### src/rtl/fp_seq_pkg.sv
// Shared definitions for the dot-product sequencer: FSM encoding, default sizes
// and the floating-point zero pattern.
package fp_seq_pkg;

    localparam int unsigned DEPTH_DEFAULT   = 8;
    localparam int unsigned TIMEOUT_DEFAULT = 64;
    localparam logic [31:0] FP_ZERO         = 32'h0000_0000;

    typedef enum logic [1:0] {
        IDLE  = 2'd0,
        ISSUE = 2'd1,
        WAIT  = 2'd2,
        DONE  = 2'd3
    } state_e;

endpackage

### src/rtl/fp_operand_buf.sv
// Operand storage: DEPTH entries of {a, b}, one synchronous write port and one
// asynchronous read port. Contents are deliberately not reset.
module fp_operand_buf
    import fp_seq_pkg::*;
#(
    parameter int unsigned DEPTH = DEPTH_DEFAULT
) (
    input  logic        clk,
    input  logic        we_i,
    input  logic [2:0]  wr_addr_i,
    input  logic [63:0] wr_data_i,
    input  logic [2:0]  rd_addr_i,
    output logic [63:0] rd_data_o
);

    logic [63:0] mem_q [DEPTH];

    always_ff @(posedge clk) begin
        if (we_i && (32'(wr_addr_i) < DEPTH)) begin
            mem_q[wr_addr_i] <= wr_data_i;
        end
    end

    assign rd_data_o = mem_q[rd_addr_i];

endmodule

### src/rtl/fp_dot_sequencer.sv
// Sequences a dot product over the operand buffer through an external a*b+c MAC,
// one element in flight at a time, with a per-result timeout.
//
// state | meaning
// IDLE  | accept start and operand writes
// ISSUE | present a/b/acc to the MAC for one cycle
// WAIT  | wait for the MAC result or the timeout
// DONE  | pulse done, publish the accumulator
module fp_dot_sequencer
    import fp_seq_pkg::*;
#(
    parameter int unsigned DEPTH   = DEPTH_DEFAULT,
    parameter int unsigned TIMEOUT = TIMEOUT_DEFAULT
) (
    input  logic        clk,
    input  logic        rst_n,
    input  logic        wr_en,
    input  logic [2:0]  wr_addr,
    input  logic [31:0] wr_a,
    input  logic [31:0] wr_b,
    input  logic        start,
    input  logic [3:0]  len,
    output logic [31:0] mac_a_tdata,
    output logic [31:0] mac_b_tdata,
    output logic [31:0] mac_c_tdata,
    output logic        mac_tvalid,
    input  logic        mac_res_tvalid,
    input  logic [31:0] mac_res_tdata,
    output logic        busy,
    output logic        done,
    output logic        error,
    output logic [31:0] result
);

    localparam int unsigned CW       = $clog2(TIMEOUT + 1);
    localparam logic [CW-1:0] TMO_LAST = CW'(TIMEOUT - 1);
    localparam logic [4:0] DEPTH_L   = 5'(DEPTH);

    state_e        state_q, state_d;
    logic [3:0]    idx_q, idx_d;
    logic [3:0]    len_q, len_d;
    logic [31:0]   acc_q, acc_d;
    logic [CW-1:0] tmo_q, tmo_d;
    logic          error_q, error_d;
    logic [31:0]   result_q, result_d;
    logic [63:0]   shadow_q, shadow_d;
    logic [2:0]    shadow_addr_q, shadow_addr_d;
    logic          shadow_vld_q, shadow_vld_d;

    logic [2:0]    rd_addr;
    logic [63:0]   rd_data;
    logic [63:0]   operand;

    // In IDLE the read port looks at the write address so a write colliding with
    // start can be shadowed: the run then still sees the pre-write entry.
    assign rd_addr = (state_q == IDLE) ? wr_addr : idx_q[2:0];

    fp_operand_buf #(.DEPTH(DEPTH)) u_buf (
        .clk       (clk),
        .we_i      (wr_en && (state_q == IDLE)),
        .wr_addr_i (wr_addr),
        .wr_data_i ({wr_a, wr_b}),
        .rd_addr_i (rd_addr),
        .rd_data_o (rd_data)
    );

    assign operand = (shadow_vld_q && (shadow_addr_q == idx_q[2:0])) ? shadow_q : rd_data;

    assign mac_a_tdata = operand[63:32];
    assign mac_b_tdata = operand[31:0];
    assign mac_c_tdata = acc_q;
    assign mac_tvalid  = (state_q == ISSUE);
    assign busy        = (state_q != IDLE);
    assign done        = (state_q == DONE);
    assign error       = error_q;
    assign result      = result_q;

    always_comb begin
        state_d       = state_q;
        idx_d         = idx_q;
        len_d         = len_q;
        acc_d         = acc_q;
        tmo_d         = tmo_q;
        error_d       = error_q;
        result_d      = result_q;
        shadow_d      = shadow_q;
        shadow_addr_d = shadow_addr_q;
        shadow_vld_d  = shadow_vld_q;

        case (state_q)
            IDLE: begin
                if (start) begin
                    idx_d         = '0;
                    acc_d         = FP_ZERO;
                    tmo_d         = '0;
                    error_d       = 1'b0;
                    result_d      = FP_ZERO;
                    len_d         = len;
                    shadow_vld_d  = wr_en;
                    shadow_addr_d = wr_addr;
                    shadow_d      = rd_data;
                    if (len == 4'd0) begin
                        state_d = DONE;
                    end else if ({1'b0, len} > DEPTH_L) begin
                        error_d = 1'b1;
                        state_d = DONE;
                    end else begin
                        state_d = ISSUE;
                    end
                end
            end
            ISSUE: begin
                tmo_d   = '0;
                state_d = WAIT;
            end
            WAIT: begin
                if (mac_res_tvalid) begin
                    acc_d   = mac_res_tdata;
                    idx_d   = idx_q + 4'd1;
                    tmo_d   = '0;
                    state_d = ((idx_q + 4'd1) < len_q) ? ISSUE : DONE;
                end else if (tmo_q == TMO_LAST) begin
                    error_d = 1'b1;
                    state_d = DONE;
                end else begin
                    tmo_d = tmo_q + 1'b1;
                end
            end
            DONE: begin
                result_d = acc_q;
                state_d  = IDLE;
            end
            default: state_d = IDLE;
        endcase
    end

    always_ff @(posedge clk or negedge rst_n) begin
        if (!rst_n) begin
            state_q       <= IDLE;
            idx_q         <= '0;
            len_q         <= '0;
            acc_q         <= FP_ZERO;
            tmo_q         <= '0;
            error_q       <= 1'b0;
            result_q      <= FP_ZERO;
            shadow_q      <= '0;
            shadow_addr_q <= '0;
            shadow_vld_q  <= 1'b0;
        end else begin
            state_q       <= state_d;
            idx_q         <= idx_d;
            len_q         <= len_d;
            acc_q         <= acc_d;
            tmo_q         <= tmo_d;
            error_q       <= error_d;
            result_q      <= result_d;
            shadow_q      <= shadow_d;
            shadow_addr_q <= shadow_addr_d;
            shadow_vld_q  <= shadow_vld_d;
        end
    end

endmodule

### config.mk
export PLATFORM = sky130hd
export DESIGN_NAME = fp_dot_sequencer
export DESIGN_NICKNAME = d
export VERILOG_FILES = /design/src/rtl/fp_seq_pkg.sv /design/src/rtl/fp_operand_buf.sv /design/src/rtl/fp_dot_sequencer.sv
export SDC_FILE = /design/constraint.sdc
export NUM_CORES = 1
export LEC_CHECK = 0
export CAP_MARGIN = 20
export CORE_ASPECT_RATIO = 0.5
export CORE_MARGIN = 2
export CORE_UTILIZATION = 50
export CTS_CLUSTER_SIZE = 10
export DETAILED_ROUTE_END_ITERATION = 8
export GPL_TIMING_DRIVEN = 0
export PLACE_DENSITY = 0.71
export SYNTH_ARGS = -nofsm -noshare
export SYNTH_HDL_FRONTEND = slang
export SYNTH_SLANG_ARGS = --single-unit
### constraint.sdc
create_clock -name clk -period 8.7 [get_ports clk]
set_input_delay 2.61 -clock clk [delete_from_list [all_inputs] [get_ports clk]]
set_output_delay 2.61 -clock clk [all_outputs]
set_load 0.1 [all_outputs]
==> results.py, run 1 <==
metrics = {
    "layout": {
        "layout_commonest_cell": "edfxtp_1",
        "nets": 2294,
        "drive_gt1_share_pct": 11.9,
        "layout_common_cells": "edfxtp_1 (512), nand2_1 (203), and3_1 (193), a211oi_1 (193), clkdlybuf4s50_1 (171)",
        "fillers": 3789,
        "final_cells": 2938,
        "syn_to_final_growth_pct": 23.4,
    },
    "drt": {
        "vias": 17600,
        "totalWireLength_um": 70400,
        "first_pass_iters": 5,
        "drc": 0,
        "wl_per_cell_um": 24.0,
        "drt-initial-drc-count": 1849,
        "viasPerCell": 6.00,
        "ant_nets": 0,
    },
    "global_routing": {
        "grt_pass1_vias": 17600,
        "grt_max_degree": 88,
        "met3_usage_pct": 5.27,
        "grt-ovfl-total": 0,
        "grtUsageTotal_pct": 25.7,
        "grt_first_pass_wirelength_um": 107000,
        "met2_usage_pct": 40.3,
        "antenna_found_initial": 1,
        "met1_usage_pct": 36.1,
        "grt.busiest_layer": "met2",
    },
    "sta": {
        "min_period_ps": 8670,
        "setup_viol": 0,
        "timing.final.crit_share_pct": 99.6,
        "fin_skew_ps": 19.9,
        "rsz0062_at_grt": "yes",
        "finalHoldViolCount": 0,
        "fmax_mhz": 115,
        "finalSetupTns_ps": 0,
        "relSlewSlack_pct": 24.6,
        "tightest_slew_ps": 1130,
        "final-max-slew-violation-count": 0,
    },
    "yosys": {
        "synth.avg_cell_area_um2": 14.6,
        "synth_cell_types": 46,
        "synth-edff-count": 512,
        "synth.yosys.seq_area_share_pct": 72.4,
        "yosys_warnings": 0,
        "synthCells": 1816,
        "ys_seq_elements": 662,
        "syn_area_mm2": 0.0264,
        "async_flop_share_pct": 22.7,
        "synth_nets": 1929,
        "synth-main-ff-cell": "edfxtp_1",
    },
    "clock_tree": {
        "clk_path_buf_depth": 3,
        "cts_made_buffers": 76,
        "clkSlewWorstSetupHoldPaths_ps": 60,
        "clockRootBuffer": "clkbuf_16",
        "cts_setup_buffers": 0,
        "cts_repair_resize_count": 201,
        "cts_tree": "done",
        "clkSinkCount": 662,
        "htree_levels": 3,
        "clk_latency_ps": 610,
        "hold_buffers": 0,
    },
    "placement": {
        "hpwlAfterDp_um": 46600,
        "port_buffers": 236,
        "numPlacedInstances": 2803,
        "gp_congestion": 0.814,
    },
    "floorplan": {
        "num_rows": 59,
        "num_io_pins": 240,
        "die_w_um": 329,
        "die_h_um": 167,
        "initial_core_util_pct": 50.7,
        "dieArea_mm2": 0.0548,
        "core_area_mm2": 0.0521,
    },
    "setup_path": {
        "crit_arrival_ps": 6060,
        "r2r_setup_slack_ps": 5380,
        "r2r_cells": 8,
        "critPathCaptureType": "output port",
        "crit_required_ps": 6090,
        "criticalPathCategory": "input port to output port",
        "r2r-end": "u_buf.mem_q[5][20]",
        "worstPathMaxFanout": 10,
        "r2r-start": "state_q[0]",
        "startpoint_type": "input port",
    },
    "min_path": {
        "hold_end": "shadow_q[2]",
        "hp-class": "flop to flop",
        "worstHoldStart": "shadow_q[2]",
        "hold_depth": 2,
    },
    "run_status": {
        "status": "finished, final reports clean",
    },
    "run": {
        "max_cap_violations": 0,
    },
}
-- synthesized netlist by cell type (all sizes together), types with 10 or more instances --
library cell,number,area share [%]
inv,10,0.14
a211oi,193,5.5
mux2i,65,2.5
a22o,35,1.2
o21ai,166,3.2
clkbuf,110,1.6
buf,38,1.1
edfxtp,512,58
a2111o,64,2.7
nand2,204,2.9
and3,193,4.6
mux2,10,0.43
dfrtp,150,14
-- metal layers --
metal	up-vias	part of all wire, %
met2	845	46
met1	8820	43
met4	0	2.8
met5	-	0
li1	7833	-
met3	137	8.3
-- cell type report --
cell class	count	area [um^2]	share of cell area, %
well taps	701	877	2.69
repair buffers	287	3040	9.33
inverters	10	37.5	0.115
plain buffers	148	709	2.17
multi-input cells	996	6640	20.3
flip-flops and latches	662	19100	58.6
clock inverters	5	75.1	0.230
clock buffers	128	2110	6.46
diodes	1	2.50	0.00767
-- flip-flops by register name (all words and copies together), names as in the netlist, 2 cells and up --
| name | count |
|---|---|
| result | 32 |
| shadow_addr_q | 3 |
| shadow_q | 64 |
| tmo_q | 7 |
| idx_q | 4 |
| len_q | 4 |
| u_buf.mem_q | 512 |
| mac_c_tdata | 32 |
| state_q | 2 |
-- per-stage QoR --
| step | setup slack (ps) | area [um^2] | utilization [%] | hold slack (ps) |
|---|---|---|---|---|
| after floorplan | 51.5 | 26400 | - | 450 |
| after global placement | -4580 | 29700 | 57.0 | 463 |
| after detailed placement | -809 | 30400 | 58.3 | 473 |
| after CTS | 1.06 | 32600 | 62.6 | 486 |
| after global routing | -31.9 | 32600 | 62.6 | 509 |
| final | 33.5 | 32600 | 62.6 | 482 |
-- worst max-delay path, cell delays in order --
cell and delay, ps:
clkdlybuf4s50_1 630, or3b_1 270, buf_4 200, buf_2 360, clkbuf_1 490, and3_1 250
a211oi_1 40, a2111o_1 430, o21ai_0 170, clkdlybuf4s15_2 580
-- cell families (layout without fill, tap and decap cells) --
kind of cell	Yosys count	in the layout	share of synthesized area, %
DFF	662	662	72.4
xor gates and xnor gates	6	6	0.199
AOI/OAI and AO/OA	480	480	13.3
other	0	1	0
adders and majority gates	5	5	0.237
and+or+nand+nor	430	430	8.24
buffers and inverters	158	578	2.80
muxes	75	75	2.89
-- how the worst max path moves through the flow --
stage                           from           endpoint  cells past startpoint
after floorplan           wr_addr[0]     mac_b_tdata[1]                      8
after global placement    wr_addr[0]  u_buf.mem_q[1][8]                      5
after detailed placement  wr_addr[2]    mac_a_tdata[11]                      9
after CTS                 wr_addr[0]    mac_a_tdata[14]                     10
after global routing      wr_addr[0]    mac_a_tdata[23]                     10
final                     wr_addr[0]     mac_b_tdata[2]                     10
Power of run 1 is left out: the tool's default activity adds up to more than one toggle a clock period on the data nets, which glitch-free logic cannot reach.
==> run 2, diff against run 1 <==
Settings changed: CORE_ASPECT_RATIO 0.5 to 1.1.
==> run 2 against run 1 <==
Compared with the run above: the flow now finishes with violations (setup timing); wire length grew 3.7%; critical path depth unchanged; highest routed layer is now met5; via count increased by 0.72%; fmax shrank 0.53%.
==> results.py, run 2 (synthesis results as in run 1) <==
metrics = {
    "setup_path": {
        "crit_arrival_ps": 6100,
        "criticalPathCategory": "input port to output port",
        "r2r_setup_slack_ps": 5540,
        "critPathCaptureType": "output port",
        "r2r_cells": 8,
        "worstSetupStartpoint": "wr_addr[0]",
        "r2r-end": "u_buf.mem_q[1][13]",
        "crit_required_ps": 6090,
        "setup.worst_path.end": "mac_b_tdata[0]",
        "r2r-start": "state_q[0]",
        "startpoint_type": "input port",
        "worstPathMaxFanout": 10,
    },
    "sta": {
        "relSlewSlack_pct": 28.9,
        "finalSetupTns_ps": -12.3,
        "min_period_ps": 8710,
        "final-max-slew-violation-count": 0,
        "tightest_slew_ps": 1060,
        "rsz0062_at_grt": "yes",
        "worst_slack_ps": -12.3,
        "timing.final.crit_share_pct": 100,
        "fmax_mhz": 115,
        "setup_viol": 1,
        "finalHoldViolCount": 0,
        "fin_skew_ps": 14.6,
    },
    "floorplan": {
        "dieArea_mm2": 0.0547,
        "die_h_um": 245,
        "core_area_mm2": 0.0523,
        "initial_core_util_pct": 50.5,
        "num_io_pins": 240,
        "num_rows": 88,
        "die_w_um": 223,
    },
    "layout": {
        "layout_commonest_cell": "edfxtp_1",
        "largest_register_ffs": 512,
        "fillers": 3830,
        "largest-register": "u_buf.mem_q",
        "drive_gt1_share_pct": 12.1,
        "largestRegisters": "u_buf.mem_q (512), shadow_q (64)",
        "nets": 2294,
        "syn_to_final_growth_pct": 23.5,
        "layout_common_cells": "edfxtp_1 (512), nand2_1 (203), and3_1 (193), a211oi_1 (193), clkdlybuf4s50_1 (171)",
    },
    "clock_tree": {
        "cts_tree": "done",
        "clkSlewWorstSetupHoldPaths_ps": 50,
        "clockRootBuffer": "clkbuf_16",
        "clk_latency_ps": 610,
        "htree_levels": 3,
        "hold_buffers": 0,
        "clkSinkCount": 662,
        "cts_made_buffers": 76,
        "clk_path_buf_depth": 3,
    },
    "placement": {
        "port_buffers": 236,
        "pre_cts_slack_ps": -854,
        "hpwlAfterDp_um": 49200,
        "gp_congestion": 0.854,
    },
    "drt": {
        "totalWireLength_um": 73000,
        "wl_per_cell_um": 25.0,
        "vias": 17800,
        "drt-initial-drc-count": 2130,
        "viasPerCell": 6.09,
        "ant_nets": 0,
        "first_pass_iters": 5,
        "drc": 0,
    },
    "global_routing": {
        "grt_first_pass_wirelength_um": 108000,
        "antenna_found_initial": 5,
        "grtUsageTotal_pct": 26.5,
        "grt_max_degree": 97,
        "grt-ovfl-total": 0,
        "grt_pass1_vias": 18000,
    },
    "run_status": {
        "status": "finished, violations left",
        "violations": "setup timing",
    },
    "min_path": {
        "hp-class": "flop to flop",
    },
    "run": {
        "max_cap_violations": 0,
    },
}
## run 2: cell count changes in the layout (fill, tap and decap cells not counted), moves of 2 or more
cell and delta:
buf_4 +2, clkbuf_16 +4, clkbuf_2 +2, buf_2 +4, buf_1 -3, clkbuf_1 +4
buf_6 -3, buf_8 +4, clkdlybuf4s15_2 -6
## run 2: worst min path at each step
stage / startpoint / end / slack (ps) / depth (start not counted)
6_report: shadow_q[27] / shadow_q[27] / 480 / 2
5_1_grt: shadow_q[38] / shadow_q[38] / 510 / 2
4_1_cts: shadow_q[27] / shadow_q[27] / 490 / 2
3_5_place_dp: shadow_q[39] / shadow_q[39] / 480 / 2
3_3_place_gp: shadow_q[10] / shadow_q[10] / 460 / 2
2_1_floorplan: shadow_q[0] / shadow_q[0] / 450 / 2
## run 2: what timing repair did
action,in CTS,in global routing
cloned,0,0
pin swaps,0,0
endpoints found under the setup margin,64,29
resized for setup,226,14
buffers inserted,0,0
## run 2: area by class of cell
type / count / area (um^2) / share of cell area, %
plain buffers: 148 / 712 / 2.18
multi-input cells: 996 / 6640 / 20.3
well taps: 675 / 845 / 2.59
inverters: 10 / 37.5 / 0.115
repair buffers: 287 / 3030 / 9.27
clock inverters: 4 / 50.0 / 0.153
flip-flops and latches: 662 / 19100 / 58.6
clock buffers: 134 / 2200 / 6.75
diodes: 2 / 5.00 / 0.0153
## run 2: critical path, cell delays in order
cell	delay (ps)
clkdlybuf4s50_1	630
or3b_1	270
buf_4	200
buf_2	370
clkbuf_1	390
and3_1	230
a211oi_1	50
a2111o_1	410
o21ai_0	390
buf_2	520
## run 2: per-stage QoR
step / std cells / instance area, um^2 / util (%) / hold slack, ps
6_report: 2918 / 32600 / 62.4 / 484
5_1_grt: 2918 / 32600 / 62.4 / 510
3_3_place_gp: 2727 / 29700 / 56.7 / 463
3_5_place_dp: 2778 / 30400 / 58.1 / 476
2_1_floorplan: 1816 / 26400 / - / 450
4_1_cts: 2916 / 32600 / 62.4 / 488
## run 2: per-layer routing
layer / global-route usage (%) / share of wire, %
met5: 0 / 0.018
met4: 9.91 / 2.8
met3: 4.42 / 7.7
met2: 45.3 / 50
met1: 34.3 / 40
Power of run 2 is left out for the same reason.
==> run 3, diff against run 2 <==
Clock period 8.7 ns to 10.21 ns, I/O delays scaled along.
==> run 3 against run 2 <==
Compared with the run above: the flow now finishes without violations; via count grew 0.64%; clock-buffer cell count shrank 1; sequential cell count is the same; sequential share of layout area shrank 0.10 points; non-clock buffer count grew 15; wire length grew 1.2%; design area grew 0.17%; critical path depth is the same; register-to-register slack gained 1100 ps; die area is the same; clock skew grew 1.1 ps; critical path type unchanged; highest routed layer unchanged.
==> results.py, run 3 (synthesis results as in run 1) <==
metrics = {
    "setup_path": {
        "r2r-start": "state_q[0]",
        "crit_required_ps": 7150,
        "criticalPathCategory": "input port to output port",
        "critPathCaptureType": "output port",
        "r2r_cells": 10,
        "worstPathMaxFanout": 10,
        "r2r_setup_slack_ps": 6620,
        "r2r-end": "u_buf.mem_q[5][20]",
        "crit_arrival_ps": 7040,
        "startpoint_type": "input port",
    },
    "clock_tree": {
        "hold_buffers": 0,
        "clkSlewWorstSetupHoldPaths_ps": 50,
        "htree_levels": 3,
        "cts_tree": "done",
        "clockRootBuffer": "clkbuf_16",
        "clkSinkCount": 662,
        "cts_repair_resize_count": 9,
        "cts_setup_buffers": 0,
        "cts_made_buffers": 76,
        "clk_latency_ps": 600,
        "clk_path_buf_depth": 3,
    },
    "layout": {
        "regArea_mm2": 0.0191,
        "fillers": 3808,
        "syn_to_final_growth_pct": 23.7,
        "multiInputGateArea_mm2": 0.00661,
        "nets": 2309,
        "drive_gt1_share_pct": 9.32,
        "largestRegisters": "u_buf.mem_q (512), shadow_q (64)",
        "largest_register_ffs": 512,
        "largest-register": "u_buf.mem_q",
        "layout_common_cells": "edfxtp_1 (512), nand2_1 (203), and3_1 (193), a211oi_1 (193), clkdlybuf4s50_1 (178)",
        "layout_commonest_cell": "edfxtp_1",
    },
    "drt": {
        "drc": 0,
        "first_pass_iters": 5,
        "viasPerCell": 6.09,
        "drt-initial-drc-count": 2093,
        "vias": 17900,
        "ant_nets": 0,
        "totalWireLength_um": 73800,
        "wl_per_cell_um": 25.2,
    },
    "floorplan": {
        "num_io_pins": 240,
        "core_area_mm2": 0.0523,
        "die_h_um": 245,
        "dieArea_mm2": 0.0547,
        "die_w_um": 223,
        "initial_core_util_pct": 50.5,
        "num_rows": 88,
    },
    "sta": {
        "min_period_ps": 10100,
        "holdWs_ps": 483,
        "fmax_mhz": 99.0,
        "finalSetupTns_ps": 0,
        "relSlewSlack_pct": 24.7,
        "rsz0062_at_grt": "no",
        "fin_skew_ps": 15.7,
        "final-max-slew-violation-count": 0,
        "timing.final.crit_share_pct": 98.9,
        "finalHoldViolCount": 0,
        "tightest_slew_ps": 1130,
        "setup_viol": 0,
    },
    "global_routing": {
        "grtUsageTotal_pct": 26.8,
        "antenna_found_initial": 9,
        "grt-ovfl-total": 0,
        "grt_pass1_vias": 18100,
        "grt_max_degree": 112,
        "grt_first_pass_wirelength_um": 110000,
    },
    "min_path": {
        "hp-class": "flop to flop",
        "hold_end": "shadow_q[36]",
        "worstHoldStart": "shadow_q[36]",
        "hold_depth": 2,
    },
    "run": {
        "max_cap_violations": 0,
    },
    "placement": {
        "port_buffers": 236,
        "gp_congestion": 0.826,
        "hpwlAfterDp_um": 50100,
    },
    "run_status": {
        "status": "finished, final reports clean",
    },
}
-- run 3: cell count changes in the layout (fill, tap and decap cells not counted), sizes merged, moves of 4 or more --
cell	delta
buf	+4
clkdlybuf4s15	-48
clkdlybuf4s18	-4
clkdlybuf4s50	+7
diode	+5
dlygate4sd2	+9
dlymetal6s2s	+48
-- run 3: critical path, stage by stage --
cell and delay, ps:
clkdlybuf4s50_1 580, or3b_1 280, buf_4 210, buf_2 350
clkbuf_1 480, and3_1 250, a211oi_1 50, a2111o_1 370
o21ai_0 200, clkdlybuf4s50_1 1180
-- run 3: how the worst max path moves through the flow --
stage	from	end	slack, ps	cells past startpoint
4_1_cts	wr_addr[2]	mac_a_tdata[14]	0.4	9
5_1_grt	wr_addr[0]	mac_b_tdata[10]	10	10
3_5_place_dp	wr_addr[2]	mac_a_tdata[3]	-60	9
2_1_floorplan	wr_addr[2]	u_buf.mem_q[4][0]	30	3
3_3_place_gp	wr_addr[2]	u_buf.mem_q[0][19]	-6520	3
6_report	wr_addr[0]	mac_b_tdata[10]	110	10
-- run 3: per-layer routing --
layer | GRT usage, % | part of all wire [%]
met5 | 0 | 0.031
met4 | 11.7 | 3.5
met3 | 4.42 | 8.2
met2 | 45.1 | 49
met1 | 34.7 | 39
-- run 3: area by class of cell --
type / instances / share of cell area (%)
Tap cell: 675 / 2.58
Multi-Input combinational cell: 996 / 20.2
Sequential cell: 662 / 58.5
Inverter: 10 / 0.115
Timing Repair Buffer: 302 / 9.78
Buffer: 148 / 2.15
Clock buffer: 133 / 6.57
Clock inverter: 2 / 0.0536
Antenna cell: 7 / 0.0536
-- run 3: per-stage QoR --
stage,cells,utilization [%],setup slack (ps),area [um^2]
finish,2935,62.5,111,32700
global route,2934,62.5,10.1,32700
CTS,2928,62.3,0.366,32600
detailed placement,2793,58.1,-61.8,30400
global placement,2727,56.7,-6520,29600
floorplan,1816,-,26.4,26400
Power of run 3 is left out for the same reason.
